File: src/rtl/lsu.sv
// Load/store unit: turns byte/half/word load-store requests into word-wide
// accesses on a synchronous data memory (read data valid one cycle after the
// address). Sub-word stores are done as read-modify-write.
//
// Handshake: a request transfers on a rising edge where req_valid & req_ready.
// req_ready is high only in IDLE. Every accepted request produces exactly one
// single-cycle resp_valid pulse (unless reset intervenes). resp_rdata and
// resp_err are qualified by resp_valid and hold until the next pulse.
module lsu #(
    parameter int XLEN = 32
) (
    input  logic            clk,
    input  logic            rst_n,
    input  logic            req_valid,
    output logic            req_ready,
    input  logic            req_we,
    input  logic [2:0]      req_funct3,
    input  logic [XLEN-1:0] req_addr,
    input  logic [XLEN-1:0] req_wdata,
    output logic            resp_valid,
    output logic [XLEN-1:0] resp_rdata,
    output logic            resp_err,
    output logic [XLEN-1:0] mem_addr,
    output logic [XLEN-1:0] mem_wdata,
    output logic            mem_we,
    input  logic [XLEN-1:0] mem_rdata,
    output logic [2:0]      dbg_state
);

    localparam logic [2:0] F_B  = 3'b000;
    localparam logic [2:0] F_H  = 3'b001;
    localparam logic [2:0] F_W  = 3'b010;
    localparam logic [2:0] F_BU = 3'b100;
    localparam logic [2:0] F_HU = 3'b101;

    typedef enum logic [2:0] {
        IDLE = 3'd0,
        RD   = 3'd1,
        CAP  = 3'd2,
        WR   = 3'd3,
        RESP = 3'd4
    } state_t;

    state_t          state;
    logic            we_q;
    logic [2:0]      funct3_q;
    logic [1:0]      off_q;
    logic [15:0]     wdata_q;

    logic            req_bad;
    logic [7:0]      byte_v;
    logic [15:0]     half_v;
    logic [XLEN-1:0] load_v;
    logic [4:0]      shamt;
    logic [XLEN-1:0] lane_mask;
    logic [XLEN-1:0] lane_data;
    logic [XLEN-1:0] merged;

    assign dbg_state = state;

    // Classify the incoming request: illegal width codes, unsigned stores and
    // misaligned halfword/word accesses are all reported as errors.
    always_comb begin
        req_bad = 1'b0;
        case (req_funct3)
            F_B:     req_bad = 1'b0;
            F_BU:    req_bad = req_we;
            F_H:     req_bad = req_addr[0];
            F_HU:    req_bad = req_we | req_addr[0];
            F_W:     req_bad = (req_addr[1:0] != 2'b00);
            default: req_bad = 1'b1;
        endcase
    end

    // Pick the addressed little-endian lane out of the read word and extend it.
    always_comb begin
        byte_v = 8'h00;
        case (off_q)
            2'd0:    byte_v = mem_rdata[7:0];
            2'd1:    byte_v = mem_rdata[15:8];
            2'd2:    byte_v = mem_rdata[23:16];
            default: byte_v = mem_rdata[31:24];
        endcase
        half_v = off_q[1] ? mem_rdata[31:16] : mem_rdata[15:0];
        case (funct3_q)
            F_B:     load_v = {{(XLEN-8){byte_v[7]}}, byte_v};
            F_BU:    load_v = {{(XLEN-8){1'b0}}, byte_v};
            F_H:     load_v = {{(XLEN-16){half_v[15]}}, half_v};
            F_HU:    load_v = {{(XLEN-16){1'b0}}, half_v};
            default: load_v = mem_rdata;
        endcase
    end

    // Build the read-modify-write word: only the addressed lane takes store data.
    always_comb begin
        shamt = {off_q, 3'b000};
        if (funct3_q == F_B) begin
            lane_mask = XLEN'(8'hFF) << shamt;
            lane_data = XLEN'(wdata_q[7:0]) << shamt;
        end else begin
            lane_mask = XLEN'(16'hFFFF) << shamt;
            lane_data = XLEN'(wdata_q) << shamt;
        end
        merged = (mem_rdata & ~lane_mask) | lane_data;
    end

    // Control FSM with all handshake and memory outputs registered.
    always_ff @(posedge clk or negedge rst_n) begin
        if (!rst_n) begin
            state      <= IDLE;
            req_ready  <= 1'b1;
            resp_valid <= 1'b0;
            resp_err   <= 1'b0;
            resp_rdata <= '0;
            mem_addr   <= '0;
            mem_wdata  <= '0;
            mem_we     <= 1'b0;
            we_q       <= 1'b0;
            funct3_q   <= 3'b000;
            off_q      <= 2'b00;
            wdata_q    <= 16'h0000;
        end else begin
            case (state)
                IDLE: begin
                    if (req_valid) begin
                        we_q      <= req_we;
                        funct3_q  <= req_funct3;
                        off_q     <= req_addr[1:0];
                        wdata_q   <= req_wdata[15:0];
                        req_ready <= 1'b0;
                        mem_addr  <= {req_addr[XLEN-1:2], 2'b00};
                        if (req_bad) begin
                            // Errors skip memory entirely.
                            state      <= RESP;
                            resp_valid <= 1'b1;
                            resp_err   <= 1'b1;
                            resp_rdata <= '0;
                        end else if (req_we && req_funct3 == F_W) begin
                            // Full-word store needs no read.
                            state     <= WR;
                            mem_wdata <= req_wdata;
                            mem_we    <= 1'b1;
                        end else begin
                            state <= RD;
                        end
                    end
                end
                RD: begin
                    state <= CAP;
                end
                CAP: begin
                    if (we_q) begin
                        state     <= WR;
                        mem_wdata <= merged;
                        mem_we    <= 1'b1;
                    end else begin
                        state      <= RESP;
                        resp_valid <= 1'b1;
                        resp_err   <= 1'b0;
                        resp_rdata <= load_v;
                    end
                end
                WR: begin
                    state      <= RESP;
                    mem_we     <= 1'b0;
                    resp_valid <= 1'b1;
                    resp_err   <= 1'b0;
                    resp_rdata <= '0;
                end
                RESP: begin
                    state      <= IDLE;
                    resp_valid <= 1'b0;
                    req_ready  <= 1'b1;
                end
                default: begin
                    state      <= IDLE;
                    resp_valid <= 1'b0;
                    req_ready  <= 1'b1;
                    mem_we     <= 1'b0;
                end
            endcase
        end
    end

endmodule

File: config.mk
export PLATFORM = sky130hd
export DESIGN_NAME = lsu
export DESIGN_NICKNAME = d
export VERILOG_FILES = /design/src/rtl/lsu.sv
export SDC_FILE = /design/constraint.sdc
export NUM_CORES = 1
export LEC_CHECK = 0
export CORE_MARGIN = 3
export CORE_UTILIZATION = 30
export DETAILED_ROUTE_END_ITERATION = 16
export PLACE_DENSITY_LB_ADDON = 0.08
export SYNTH_ARGS = -nofsm -noshare
export SYNTH_HDL_FRONTEND = slang
export SYNTH_SLANG_ARGS = --single-unit
File: constraint.sdc
create_clock -name clk -period 2.5 [get_ports clk]
set_input_delay 0.5 -clock clk [delete_from_list [all_inputs] [get_ports clk]]
set_output_delay 0.5 -clock clk [all_outputs]
set_load 0.005 [all_outputs]
# Word-level counts from Yosys, hierarchy flattened
# Cells that the tools add are included.
# totals
reg_bits,123
in_bits,103
out_inout_bits,103
# op_classes
eq_ne,19
n_shift,4
mux,33
bitwise,7
n_reduce_logical,16
# op_table
cell,count
32-bit 2-to-1 mux,9
32-bit case mux with 4 select lines,1
32-bit case mux with 3 select lines,1
32-bit case mux with 2 select lines,1
32-bit AND,1
32-bit NOT,1
32-bit bitwise OR,1
16-bit by 5-bit left shift with 32-bit output,1
16-bit by 5-bit left shift with 32-bit output (first input constant),1
8-bit by 5-bit left shift with 32-bit output,1
8-bit by 5-bit left shift with 32-bit output (first input constant),1
8-bit case mux with 3 select lines,1
16-bit 2-to-1 mux,1
3-bit == test (second input constant),5
2-bit != test (second input constant),6
3-bit case mux with 4 select lines,1
5-bit AND reduction,2
3-bit by 1-bit == test with 1-bit output (second input constant),3
3-bit by 2-bit == test with 1-bit output (second input constant),3
3-bit zero test,3
1-bit 2-to-1 mux,9
3-bit 2-to-1 mux,3
4-bit AND reduction,2
1-bit case mux with 3 select lines,2
other kinds (15),19

# Longest topological paths before layout
# Gate-level depths: netlist of run 1.
# logic_depth
depth_word,7
depth_mapped,7

# Worst setup path before layout of run 1
# No wires, ideal clock.
# synth_path
kind,in2reg
from,input req_funct3[2]
to,register mem_wdata[10]
t_arrival_ns,1.980
path_slack_ns,0.395
cell_stages,5
path_cell_list,or4_1 and2_1 o32ai_4 buf_8 mux2_2
# synth_between
elab_chain_cells,4
elab_cells_between_ends,10
classes_between,6 x eq/ne; 1 x mux; 3 x reduce/logical
# synth_rtl
element,line_no,text
"start, declared",17,"input logic [2:0] req_funct3,"
"3-bit by 2-bit == test with 1-bit output, or another cell as far along","65, 138",
1-bit case mux with 5 select lines or 1-bit logical AND (tied branches),"65, 138",
2-bit != test (no source line),-,
5-bit AND reduction (no source line) *,-,
"end signal, assigned",141,mem_wdata <= req_wdata;
"end signal, assigned",154,mem_wdata <= merged;
"end, declared",24,"output logic [XLEN-1:0] mem_wdata,"
# Every way passes the cells marked *; elsewhere a longest branch is shown, timed or not.
# A chain may end at the register's enable or synchronous reset.

# Worst setup path in the final report of run 1
# layout_path
from,"register state[2], in the netlist dbg_state[2]"
to,output dbg_state[2]
# layout_rtl
element,line_no,text
"start, declared",44,state_t state;
"start signal, assigned",110,state <= IDLE;
"start signal, assigned",134,state <= RESP;
"start signal, assigned",140,state <= WR;
"end, declared",27,output logic [2:0] dbg_state
# No word-level cell between the ends.

==> results.md, run 1 <==
### Synth
* sky130_fd_sc_hd__dfrtp_1 — most common cell in the synthesized netlist
* sky130_fd_sc_hd__dfrtp_1 — library cell with the largest summed area after synthesis
* 49.2% — Seq/Total Area, Yosys
* 11.0 um2 — per-instance average area after synthesis
* sky130_fd_sc_hd__dfrtp_1 (122), sky130_fd_sc_hd__mux2_2 (91), sky130_fd_sc_hd__nand2_1 (52), sky130_fd_sc_hd__o21ai_0 (33), sky130_fd_sc_hd__a21oi_1 (32) — most numerous cell types in the synthesized netlist
* 0 — Post-synth EDFFs
* 55 — post-synth cell types
* sky130_fd_sc_hd__dfrtp_1 (49%), sky130_fd_sc_hd__mux2_2 (16%), sky130_fd_sc_hd__mux2i_1 (3.4%) — Synth area leaders
* 569 — synthesized instance count
* sky130_fd_sc_hd__dfrtp_1 — dominant register cell in the synthesized netlist
* 0 — Yosys warning count
* 0.00626 mm2 — mapped cell area
* 100% — proportion of register bits with asynchronous set or reset after synthesis
* 123 — synthesized flop and latch total
* 48.8% — fraction of post-synthesis cell area in the top cell type by area

### Flow run
* 0 — max-capacitance violation count

### Placed design
* 1030 — number of cells in the design after placement
* 0.834 — RePlAce Congestion
* 0.00874 mm2 — total cell area at the placement stage
* 203 — quantity of I/O buffers inserted on ports
* 15900 um — Final HPWL DP

### Global route
* met2 — grt peak-use layer
* 5.78% — global-route track usage on met3
* 19.0% — overall track demand over capacity in global routing
* 0 — number of antenna violations at the first check in global routing
* 30.3% — met2 GRT Util
* 32800 um — first-pass GRT wire length
* 55 — pin count of the biggest net entering global routing
* 25.2% — GR met1 Demand/Resource
* 0 — total global routing overflow
* 5634 — vias in the first global route

### Timing
* 0.0921 ns — Hold Worst Slack
* 0.460 GHz — upper clock frequency limit
* 0 — Hold Violations, Final
* 58.0% — relative slew slack
* 0.630 ns — transition time at the pin with the least slew margin
* 87.0% — final cycle utilization of the critical path
* 0.00869 ns — clk_skew
* 2.17 ns — final critical delay including setup and external delays
* false — setup repair after global routing missed its margin
* 0 — final number of setup-violating endpoints
* 0 — Pins Over Slew Limit

### Detailed routing
* 21100 um — DRT Wirelength
* 5305 — via count
* 19.9 um — average detailed-routed wire length per instance
* 5.00 — routed vias/inst
* 0 — Detail Route Antenna Nets
* 270 — detailed router's first-iteration violation count
* 5 — number of iterations in the first detailed-routing pass
* 0 — number of design rule violations left after detail routing

### Clock tree
* 123 — clock sink total
* 0 — cts-stage hold buffer count
* 0 — number of gates resized after cts
* 0 — Post-CTS Setup Repair Bufs
* sky130_fd_sc_hd__clkbuf_16 — library cell used as clock root buffer
* 0.42 ns — clock insertion delay at the later pin of the skew report
* 17 — clock buffers created by TritonCTS
* 0.06 ns — clock edge transition at the registers on the reported setup and hold paths
* 4 — count of H-tree levels built during CTS
* 2 — largest buffer count on any clock path
* yes — TritonCTS clock tree

### Finish
* 0.00944 mm2 — post-route design area
* 1914 — fill count
* 0.00292 mm2 — multi-input combinational cell area
* 882 — post-layout net count
* 0 — antenna cells
* 50.8% — Syn-to-layout area delta
* 22.0% — layout cells sized above 1
* 46.3% — core utilization of the finished layout
* 1062 — non-filler cells in the finished layout
* 0.00308 mm2 — storage element area

### Critical path
* 1.67 ns — data arrival time of the worst path
* register — startpoint class of the critical path
* reg -> out — Worst Path Class, Setup
* output port — crit end category
* 0.52 ns — stage delay of the slowest cell on the critical path
* 2 — worst path buffer plus inverter count
* sky130_fd_sc_hd__clkdlybuf4s50_1 — cell with the largest stage delay on the worst path
* buffers and inverters — category of cells accounting for the largest share of critical-path delay
* buf_4 > clkdlybuf4s50_1 — Critical Path, Cell by Cell
* 2.00 ns — data required time at the worst endpoint
* 7 — maximum fanout along the worst path

### Pwr
* 0.00396 uW — LEAKAGE
* 1290 mW/mm2 — power density relative to cell area
* 0.712 mV — Worst IR Drop VDD

### Floorplanning
* 150 um — Chip Width
* 150 um — vertical die dimension
* 30.7% — initial standard-cell utilization of the core
* 0.0204 mm2 — core area
* 206 — boundary pin count
* 52 — Core Rows
* 0.0226 mm2 — die area

### Hold path
* in -> async — type of the worst min-delay path

### Status
* finished clean — outcome

## cell families (layout without fill, tap and decap cells)
kind of cell | after synthesis | after routing | share of synthesized area [%]
compound gates | 126 | 126 | 13.5
buf+inv | 54 | 276 | 4.50
flops | 123 | 123 | 49.2
mux | 114 | 114 | 20.3
other cells | 1 | 2 | 0.0599
simple gates | 151 | 151 | 12.4
## metal layers
| metal | vias to the layer above | part of all wire, % |
|---|---|---|
| met3 | 18 | 7.5 |
| met5 | - | 0 |
| li1 | 2494 | - |
| met1 | 2600 | 44 |
| met4 | 0 | 1.7 |
| met2 | 193 | 47 |
## sequential cells by signal, summed over array words and instances, names as in the netlist, 2 cells and up
signal / count
funct3_q: 3
wdata_q: 16
mem_addr: 30
resp_rdata: 32
mem_wdata: 32
off_q: 2
dbg_state: 3
## per-stage QoR
stage	total power, uW	setup TNS (ns)	worst slack, ns
floorplan	6400	0	0.395
global placement	9160	-1.42	-0.0475
detailed placement	9250	-1.62	-0.0643
CTS	12300	0	0.308
global route	12900	0	0.244
finish	12100	0	0.325
## worst paths after layout
path	start	cells past startpoint	end	slack (ns)
hold reg to reg	resp_rdata[7]	2	resp_rdata[7]	0.48
max in group asynchronous	rst_n	2	mem_wdata[15]	1.66
setup / recovery	dbg_state[2]	2	dbg_state[2]	0.33
min in group clk	resp_rdata[7]	2	resp_rdata[7]	0.48
setup reg to reg	dbg_state[2]	4	mem_wdata[23]	0.38
hold / removal	rst_n	1	mem_addr[6]	0.09
## power breakdown
part           switching (uW)  internal [uW]
Combinational            2410           3160
Clock                     918           2020
Sequential                671           2950
Total                    4000           8130
## placed cells by master (no fill, tap or decap), types with 17 or more instances in the layout
master                            netlist  layout
sky130_fd_sc_hd__a21oi_1               32      32
sky130_fd_sc_hd__buf_4                  2      32
sky130_fd_sc_hd__a22oi_1               21      21
sky130_fd_sc_hd__mux2i_1               21      21
sky130_fd_sc_hd__mux2_2                91      91
sky130_fd_sc_hd__nand2_1               52      52
sky130_fd_sc_hd__clkdlybuf4s50_1        0     202
sky130_fd_sc_hd__dfrtp_1              122     122
sky130_fd_sc_hd__o21ai_0               33      33
sky130_fd_sc_hd__nand3_1               21      21
sky130_fd_sc_hd__nor2_1                29      29
sky130_fd_sc_hd__clkbuf_16              0      17
## cell type report
type | count | area share [%]
sequential | 123 | 32.6
multi-input combinational | 393 | 31.0
timing repair buffer | 240 | 25.2
clock buffer | 21 | 4.88
tap | 270 | 3.58
clock inverter | 11 | 2.53
inverter | 4 | 0.159
No activity file was read; power rests on OpenSTA's default activity.
==> inputs of run 2 (changes only) <==
--- a/config.mk
+++ b/config.mk
@@ -5,6 +5,7 @@
 export SDC_FILE = /design/constraint.sdc
 export NUM_CORES = 1
 export LEC_CHECK = 0
+export ABC_CLOCK_PERIOD_IN_PS = 2500
 export CORE_MARGIN = 3
 export CORE_UTILIZATION = 30
 export DETAILED_ROUTE_END_ITERATION = 16
==> results of run 2 <==
Same layout as run 1: the final DEF is identical, and so are final timing and power.
